$ cat src/rtl/sand_mem_pkg.sv
// Shared types and constants for the SDRAM port arbiter.
package sand_mem_pkg;

   typedef enum logic [1:0] {
      GNT_NONE,
      GNT_P0,
      GNT_P1
   } grant_t;

   localparam int   ADDR_W    = 24;
   localparam int   DATA_W    = 16;
   localparam logic PORT_DISP = 1'b0;
   localparam logic PORT_SAND = 1'b1;

endpackage

$ cat src/rtl/sand_mem_arbiter_rd_tag_fifo.sv
// Read tag FIFO: remembers which port issued each outstanding read so
// in-order responses can be steered back to it.
module rd_tag_fifo #(
   parameter int DEPTH = 4
) (
   input  logic                     i_clock,
   input  logic                     i_reset_n,
   input  logic                     i_push,
   input  logic                     i_tag,
   input  logic                     i_pop,
   output logic                     o_full,
   output logic                     o_empty,
   output logic                     o_head,
   output logic [$clog2(DEPTH):0]   o_count
);

   localparam int PTR_W = $clog2(DEPTH);
   localparam int CNT_W = PTR_W + 1;

   logic             r_mem [DEPTH];
   logic [PTR_W-1:0] r_wr_ptr;
   logic [PTR_W-1:0] r_rd_ptr;
   logic [CNT_W-1:0] r_count;
   logic             w_do_push;
   logic             w_do_pop;

   assign o_full    = (r_count == CNT_W'(DEPTH));
   assign o_empty   = (r_count == '0);
   assign o_head    = r_mem[r_rd_ptr];
   assign o_count   = r_count;
   assign w_do_push = i_push & ~o_full;
   assign w_do_pop  = i_pop & ~o_empty;

   // Pointer and occupancy tracking; pointers wrap naturally (power-of-2 depth).
   always_ff @(posedge i_clock or negedge i_reset_n) begin
      if (!i_reset_n) begin
         r_wr_ptr <= '0;
         r_rd_ptr <= '0;
         r_count  <= '0;
      end else begin
         if (w_do_push) r_wr_ptr <= r_wr_ptr + PTR_W'(1);
         if (w_do_pop)  r_rd_ptr <= r_rd_ptr + PTR_W'(1);
         r_count <= r_count + CNT_W'(w_do_push) - CNT_W'(w_do_pop);
      end
   end

   // Tag storage; contents are meaningless until written, so no reset needed.
   always_ff @(posedge i_clock) begin
      if (w_do_push) r_mem[r_wr_ptr] <= i_tag;
   end

endmodule

$ cat src/rtl/sand_mem_arbiter.sv
// Two-port Avalon-MM arbiter in front of the SDRAM controller.
// Port 0 (display, read-only) has priority; port 1 (sand engine) is forced
// through after STARVE_LIM back-to-back port-0 transfers. Read responses are
// routed by a tag FIFO with zero added latency.
module sand_mem_arbiter #(
   parameter int ADDR_W     = sand_mem_pkg::ADDR_W,
   parameter int DATA_W     = sand_mem_pkg::DATA_W,
   parameter int MAX_OUTST  = 4,
   parameter int STARVE_LIM = 8
) (
   input  logic              clock,
   input  logic              reset,
   input  logic [ADDR_W-1:0] p0_address,
   input  logic              p0_read,
   output logic              p0_waitrequest,
   output logic              p0_readdatavalid,
   output logic [DATA_W-1:0] p0_readdata,
   input  logic [ADDR_W-1:0] p1_address,
   input  logic              p1_read,
   input  logic              p1_write,
   input  logic [DATA_W-1:0] p1_writedata,
   output logic              p1_waitrequest,
   output logic              p1_readdatavalid,
   output logic [DATA_W-1:0] p1_readdata,
   output logic [ADDR_W-1:0] mem_address,
   output logic              mem_read,
   output logic              mem_write,
   output logic [DATA_W-1:0] mem_writedata,
   input  logic              mem_waitrequest,
   input  logic              mem_readdatavalid,
   input  logic [DATA_W-1:0] mem_readdata,
   output logic              rsp_error
);
   import sand_mem_pkg::*;

   localparam int CNT_W = $clog2(MAX_OUTST) + 1;
   localparam int SC_W  = $clog2(STARVE_LIM + 1);

   grant_t           r_grant;
   grant_t           w_grant_nx;
   grant_t           w_pick;
   logic [SC_W-1:0]  r_starve_cnt;
   logic [SC_W-1:0]  w_starve_nx;
   logic             r_rsp_error;
   logic             w_accept;
   logic             w_push;
   logic             w_pop;
   logic             w_full;
   logic             w_empty;
   logic             w_head;
   logic [CNT_W-1:0] w_count;
   logic [CNT_W-1:0] w_count_nx;
   logic             w_rd_block;
   logic             w_p0_rdy;
   logic             w_p1_rdy;
   logic             w_p0_acc;
   logic             w_p1_acc;

   rd_tag_fifo #(
      .DEPTH (MAX_OUTST)
   ) u_tag_fifo (
      .i_clock   (clock),
      .i_reset_n (reset),
      .i_push    (w_push),
      .i_tag     (r_grant == GNT_P1 ? PORT_SAND : PORT_DISP),
      .i_pop     (w_pop),
      .o_full    (w_full),
      .o_empty   (w_empty),
      .o_head    (w_head),
      .o_count   (w_count)
   );

   // Master-side mux: the granted port drives the SDRAM bus, the other stalls.
   always_comb begin
      mem_address    = '0;
      mem_read       = 1'b0;
      mem_write      = 1'b0;
      mem_writedata  = '0;
      p0_waitrequest = 1'b1;
      p1_waitrequest = 1'b1;
      case (r_grant)
         GNT_P0: begin
            mem_address    = p0_address;
            mem_read       = p0_read;
            p0_waitrequest = mem_waitrequest;
         end
         GNT_P1: begin
            mem_address    = p1_address;
            mem_read       = p1_read;
            mem_write      = p1_write;
            mem_writedata  = p1_writedata;
            p1_waitrequest = mem_waitrequest;
         end
         default: ;
      endcase
   end

   assign w_accept = (mem_read | mem_write) & ~mem_waitrequest;
   assign w_p0_acc = w_accept & (r_grant == GNT_P0);
   assign w_p1_acc = w_accept & (r_grant == GNT_P1);
   assign w_push   = w_accept & mem_read;
   assign w_pop    = mem_readdatavalid & ~w_empty;

   // Reads are blocked on the occupancy after this cycle's push/pop, so a
   // grant decided now can never overflow the tag FIFO, and a freed slot is
   // usable immediately.
   assign w_count_nx = w_count + CNT_W'(w_push) - CNT_W'(w_pop);
   assign w_rd_block = w_full ? ~w_pop : (w_count_nx == CNT_W'(MAX_OUTST));
   assign w_p0_rdy   = p0_read & ~w_rd_block;
   assign w_p1_rdy   = p1_write | (p1_read & ~w_rd_block);

   // Starvation counter update and arbitration; the decision looks at the
   // count including this cycle's acceptance so the forced grant lands right
   // after the STARVE_LIM-th port-0 transfer.
   always_comb begin
      w_starve_nx = r_starve_cnt;
      if (!w_p1_rdy || w_p1_acc) begin
         w_starve_nx = '0;
      end else if (w_p0_acc && (r_starve_cnt != SC_W'(STARVE_LIM))) begin
         w_starve_nx = r_starve_cnt + SC_W'(1);
      end

      w_pick = GNT_NONE;
      if (w_p1_rdy && (w_starve_nx == SC_W'(STARVE_LIM))) w_pick = GNT_P1;
      else if (w_p0_rdy)                                  w_pick = GNT_P0;
      else if (w_p1_rdy)                                  w_pick = GNT_P1;
   end

   // Grant next-state: re-arbitrate when idle or on acceptance, hold while
   // stalled, and fall back to idle if the owner abandons its request.
   always_comb begin
      w_grant_nx = r_grant;
      case (r_grant)
         GNT_NONE: w_grant_nx = w_pick;
         GNT_P0: begin
            if (w_accept)      w_grant_nx = w_pick;
            else if (!p0_read) w_grant_nx = GNT_NONE;
         end
         GNT_P1: begin
            if (w_accept)                   w_grant_nx = w_pick;
            else if (!(p1_read | p1_write)) w_grant_nx = GNT_NONE;
         end
         default: w_grant_nx = GNT_NONE;
      endcase
   end

   // Control state registers: grant, starvation count, sticky response error.
   always_ff @(posedge clock or negedge reset) begin
      if (!reset) begin
         r_grant      <= GNT_NONE;
         r_starve_cnt <= '0;
         r_rsp_error  <= 1'b0;
      end else begin
         r_grant      <= w_grant_nx;
         r_starve_cnt <= w_starve_nx;
         if (mem_readdatavalid && w_empty) r_rsp_error <= 1'b1;
      end
   end

   assign rsp_error        = r_rsp_error;
   assign p0_readdata      = mem_readdata;
   assign p1_readdata      = mem_readdata;
   assign p0_readdatavalid = mem_readdatavalid & ~w_empty & (w_head == PORT_DISP);
   assign p1_readdatavalid = mem_readdatavalid & ~w_empty & (w_head == PORT_SAND);

endmodule

$ cat config.mk
export PLATFORM = sky130hd
export DESIGN_NAME = sand_mem_arbiter
export DESIGN_NICKNAME = d
export VERILOG_FILES = /design/src/rtl/sand_mem_pkg.sv /design/src/rtl/sand_mem_arbiter_rd_tag_fifo.sv /design/src/rtl/sand_mem_arbiter.sv
export SDC_FILE = /design/constraint.sdc
export NUM_CORES = 1
export LEC_CHECK = 0
export ABC_CLOCK_PERIOD_IN_PS = 7700
export CORE_ASPECT_RATIO = 1.1
export CORE_MARGIN = 10
export CORE_UTILIZATION = 36
export DETAILED_ROUTE_END_ITERATION = 10
export HOLD_SLACK_MARGIN = 0.02
export PLACE_DENSITY = 0.88
export SLEW_MARGIN = 10
export SYNTH_ARGS = -nofsm -noshare
export SYNTH_HDL_FRONTEND = slang
export SYNTH_HIERARCHICAL = 1
export SYNTH_SLANG_ARGS = --single-unit
export TNS_END_PERCENT = 30
$ cat constraint.sdc
create_clock -name clock -period 7.7 [get_ports clock]
set_clock_uncertainty 0.15 [all_clocks]
set_input_delay 2.31 -clock clock [delete_from_list [all_inputs] [get_ports clock]]
set_output_delay 2.31 -clock clock [all_outputs]
set_load 0.1 [all_outputs]
==> summary.md <==
| Metric | Value |
|---|---|
| Clock Sinks | `18` |
| CP peak stage delay | `0.48 ns` |
| DR vias/cell | `4.906` |
| Reg clk slew, reported paths | `0.07 ns` |
| Initial DRT Pass Iterations | `4` |
| Total CTS buffers | `3` |
| Post-synth EDFFs | `4` |
| PortBufs | `117` |
| Wirelength per Cell | `17.63 µm` |
| Power Density | `391.8 nW/µm²` |
| Worst-path cell with the longest stage delay | `clkdlybuf4s50_1` |
| Clk buf depth | `2` |
| Initial cell density of the core | `37.40%` |
| DRC errors left | `0` |
| Rows | `28` |
| I/O pin total | `166` |
| Post-Syn Area | `2031 µm²` |
| Worst hold slack | `0.3413 ns` |
| Number of max-cap violations | `0` |
| Syn. warnings | `6` |
| Initial antenna violation count | `0` |
| Hpwl dp | `5690 µm` |
| Setup violations, final | `0` |
| # Post-CTS Setup Buffers | `0` |
| Fmax | `0.1680 GHz` |
| Synthesized area per cell | `8.829 µm²` |
| Die Wd | `91.61 µm` |
| Antenna Cells | `0` |
| Max VDD drop | `0.2447 mV` |
| Final Max Tran Viols | `0` |
| Slew margin rel. | `31.21%` |
| Arr. time, crit path | `3.49 ns` |
| Worst hold path class | `register to register` |
| Largest net degree at the start of global routing | `37` |
| Synth Net Count | `333` |
| Layout Nets | `413` |
| Netlist cell types | `42` |
| Yosys reg bits | `18` |
| CP max FO | `4` |
| Critical path class | `input port to primary output` |
| CTS Hold Bufs | `0` |
| H-Tree Depth | `1` |
| Leak | `1.279 nW` |
| Die Footprint | `9048 µm²` |
| Cells after Synth | `230` |
| Final Hold Vio Count | `0` |
| First-pass GRT wire length | `10,430 µm` |
| Initial DRC count | `47` |
| Worst-margin pin slew | `1.032 ns` |
| Worst-path cell chain | `clkdlybuf4s50_1 > nand2b_1 > inv_1 > and2_1 > buf_4` |
| Vias in the first global route | `2,029` |
| Final clock period utilization by the worst path | `77.33%` |
| Via count of the routed design | `1,884` |
| Clock tree root driver cell | `clkbuf_8` |
| Die H | `98.77 µm` |
| Core area | `5430 µm²` |
| Post-synthesis sequential area ratio | `23.17%` |
| Final TNS setup | `0 ns` |
| Post-cts resize count | `0` |
| Number of nets still failing antenna checks after routing | `0` |
| Total track usage | `14.07%` |
| Status | `complete, no violations` |
| Worst skew pair latency | `0.26 ns` |
| Min setup slack post-route | `1.746 ns` |
| GPL Wtd Cong | `0.8293` |
| Routed wire length | `6770 µm` |
| Req. time, crit path | `5.24 ns` |
| Ys flop type | `dfrtp_1` |
| Syn-to-layout area delta | `44.79%` |
| Startpoint Class | `input port` |
| Post-Place Setup Slack | `1.736 ns` |
| CTS tree | `done` |
| Async set-or-reset flop fraction in the synthesized netlist | `77.78%` |
| Post-layout min period | `5.954 ns` |
| GRT overflow | `0` |
| CP endpoint kind | `primary output` |
| Fraction of layout cells with a size suffix above 1 | `19.42%` |
| RSZ-0062 raised after global routing | `no` |
==> worst max-delay path, delay by kind of cell <==
kind | cells | cell delay, ns
buffers and inverters | 3 | 0.90
and+or+nand+nor | 2 | 0.27
==> layout make-up <==
cell class	instances	area (µm²)
clock buffer	3	41.29
clock inverter	1	3.754
fill	487	2490
inverter	16	60.06
multi-input combinational	153	1207
sequential	18	470.5
tap	75	93.84
timing repair buffer	118	1064
==> kinds of logic (layout without fill, tap and decap cells) <==
logic type	after synthesis	count (layout)	share of synthesized area [%]
compound gates	45	45	17.38
flops	18	18	23.17
xor+xnor	6	6	3.265
buf+inv	59	138	17.38
simple gates	82	82	25.38
mux	4	4	2.834
fa+ha+maj	16	16	10.60
==> cells in the final DEF (no fill, tap or decap), drive strengths merged, types with 5 or more instances in the layout <==
cell / n
nor2b: 25
clkdlybuf4s50: 71
xnor2: 5
ha: 14
buf: 47
inv: 16
nand2: 6
and2: 19
nand2b: 8
a22oi: 25
dfrtp: 14
nor2: 9
==> cell usage after synthesis (2+ instances only) <==
library cell   n  area [µm²]
a22oi_1       25       187.7
clkbuf_1       9       33.78
o211ai_1       2       15.01
buf_4         33       247.7
fa_1           2       40.04
xnor2_1        5       43.79
and3b_1        4       35.03
nand3_1        3       15.01
nor3_1         2       10.01
nor2b_1       25       156.4
and2_1        18       112.6
o31ai_1        2       15.01
a21oi_1        2       10.01
nand2b_1       8       50.05
inv_1         16       60.06
dfrtp_1       14       350.3
nor2_1         9       33.78
edfxtp_1       4       120.1
ha_1          14       175.2
o22ai_1        2       12.51
nand2_1        6       22.52
mux2i_1        2       20.02
nand4bb_1      2       22.52
o21ai_0        3       15.01
==> power breakdown <==
group,switching (mW),total [mW],internal (mW)
clock network,0.0341,0.0697,0.0356
logic,0.638,0.913,0.275
registers,0.0430,0.169,0.126
==> per-stage QoR <==
step           std cells  instance area [µm²]  util (%)  power (mW)
6_report             384                 2940     54.15       1.152
5_1_grt              384                 2940     54.15       1.216
4_1_cts              384                 2940     54.15       1.162
3_5_place_dp         380                 2895     53.32       1.089
3_3_place_gp         380                 2895     53.32       1.071
2_1_floorplan        230                 2031         -      0.9684
==> worst paths after layout <==
check / startpoint / end / slack, ns / depth (start not counted)
worst max-delay path: mem_readdatavalid / p1_readdatavalid / 1.75 / 5
worst min-delay path: u_tag_fifo/r_rd_ptr[1] / u_tag_fifo/r_rd_ptr[1] / 0.34 / 1
worst max register to register: r_grant[1] / r_grant[1] / 3.20 / 13
worst min register to register: u_tag_fifo/r_rd_ptr[1] / u_tag_fifo/r_rd_ptr[1] / 0.34 / 1
max in group asynchronous: reset / r_grant[1] / 4.67 / 1
min in group asynchronous: reset / u_tag_fifo/o_count[2] / 2.30 / 1
==> state kept, by name, indices dropped and copies added (netlist names) <==
name and count:
u_tag_fifo/r_mem 4, r_starve_cnt 4, u_tag_fifo/r_rd_ptr 2, u_tag_fifo/r_wr_ptr 2
u_tag_fifo/o_count 3, rsp_error 1, r_grant 2
==> routing by layer <==
metal | GRT usage (%) | vias to the layer above | routed length [µm]
met2 | 26.66 | 101 | 3617
met4 | 3.860 | 0 | 84
li1 | - | 915 | -
met5 | 0 | - | 0
met1 | 12.22 | 859 | 2169
met3 | 8.118 | 9 | 899
(Power assumes the default switching activity.)
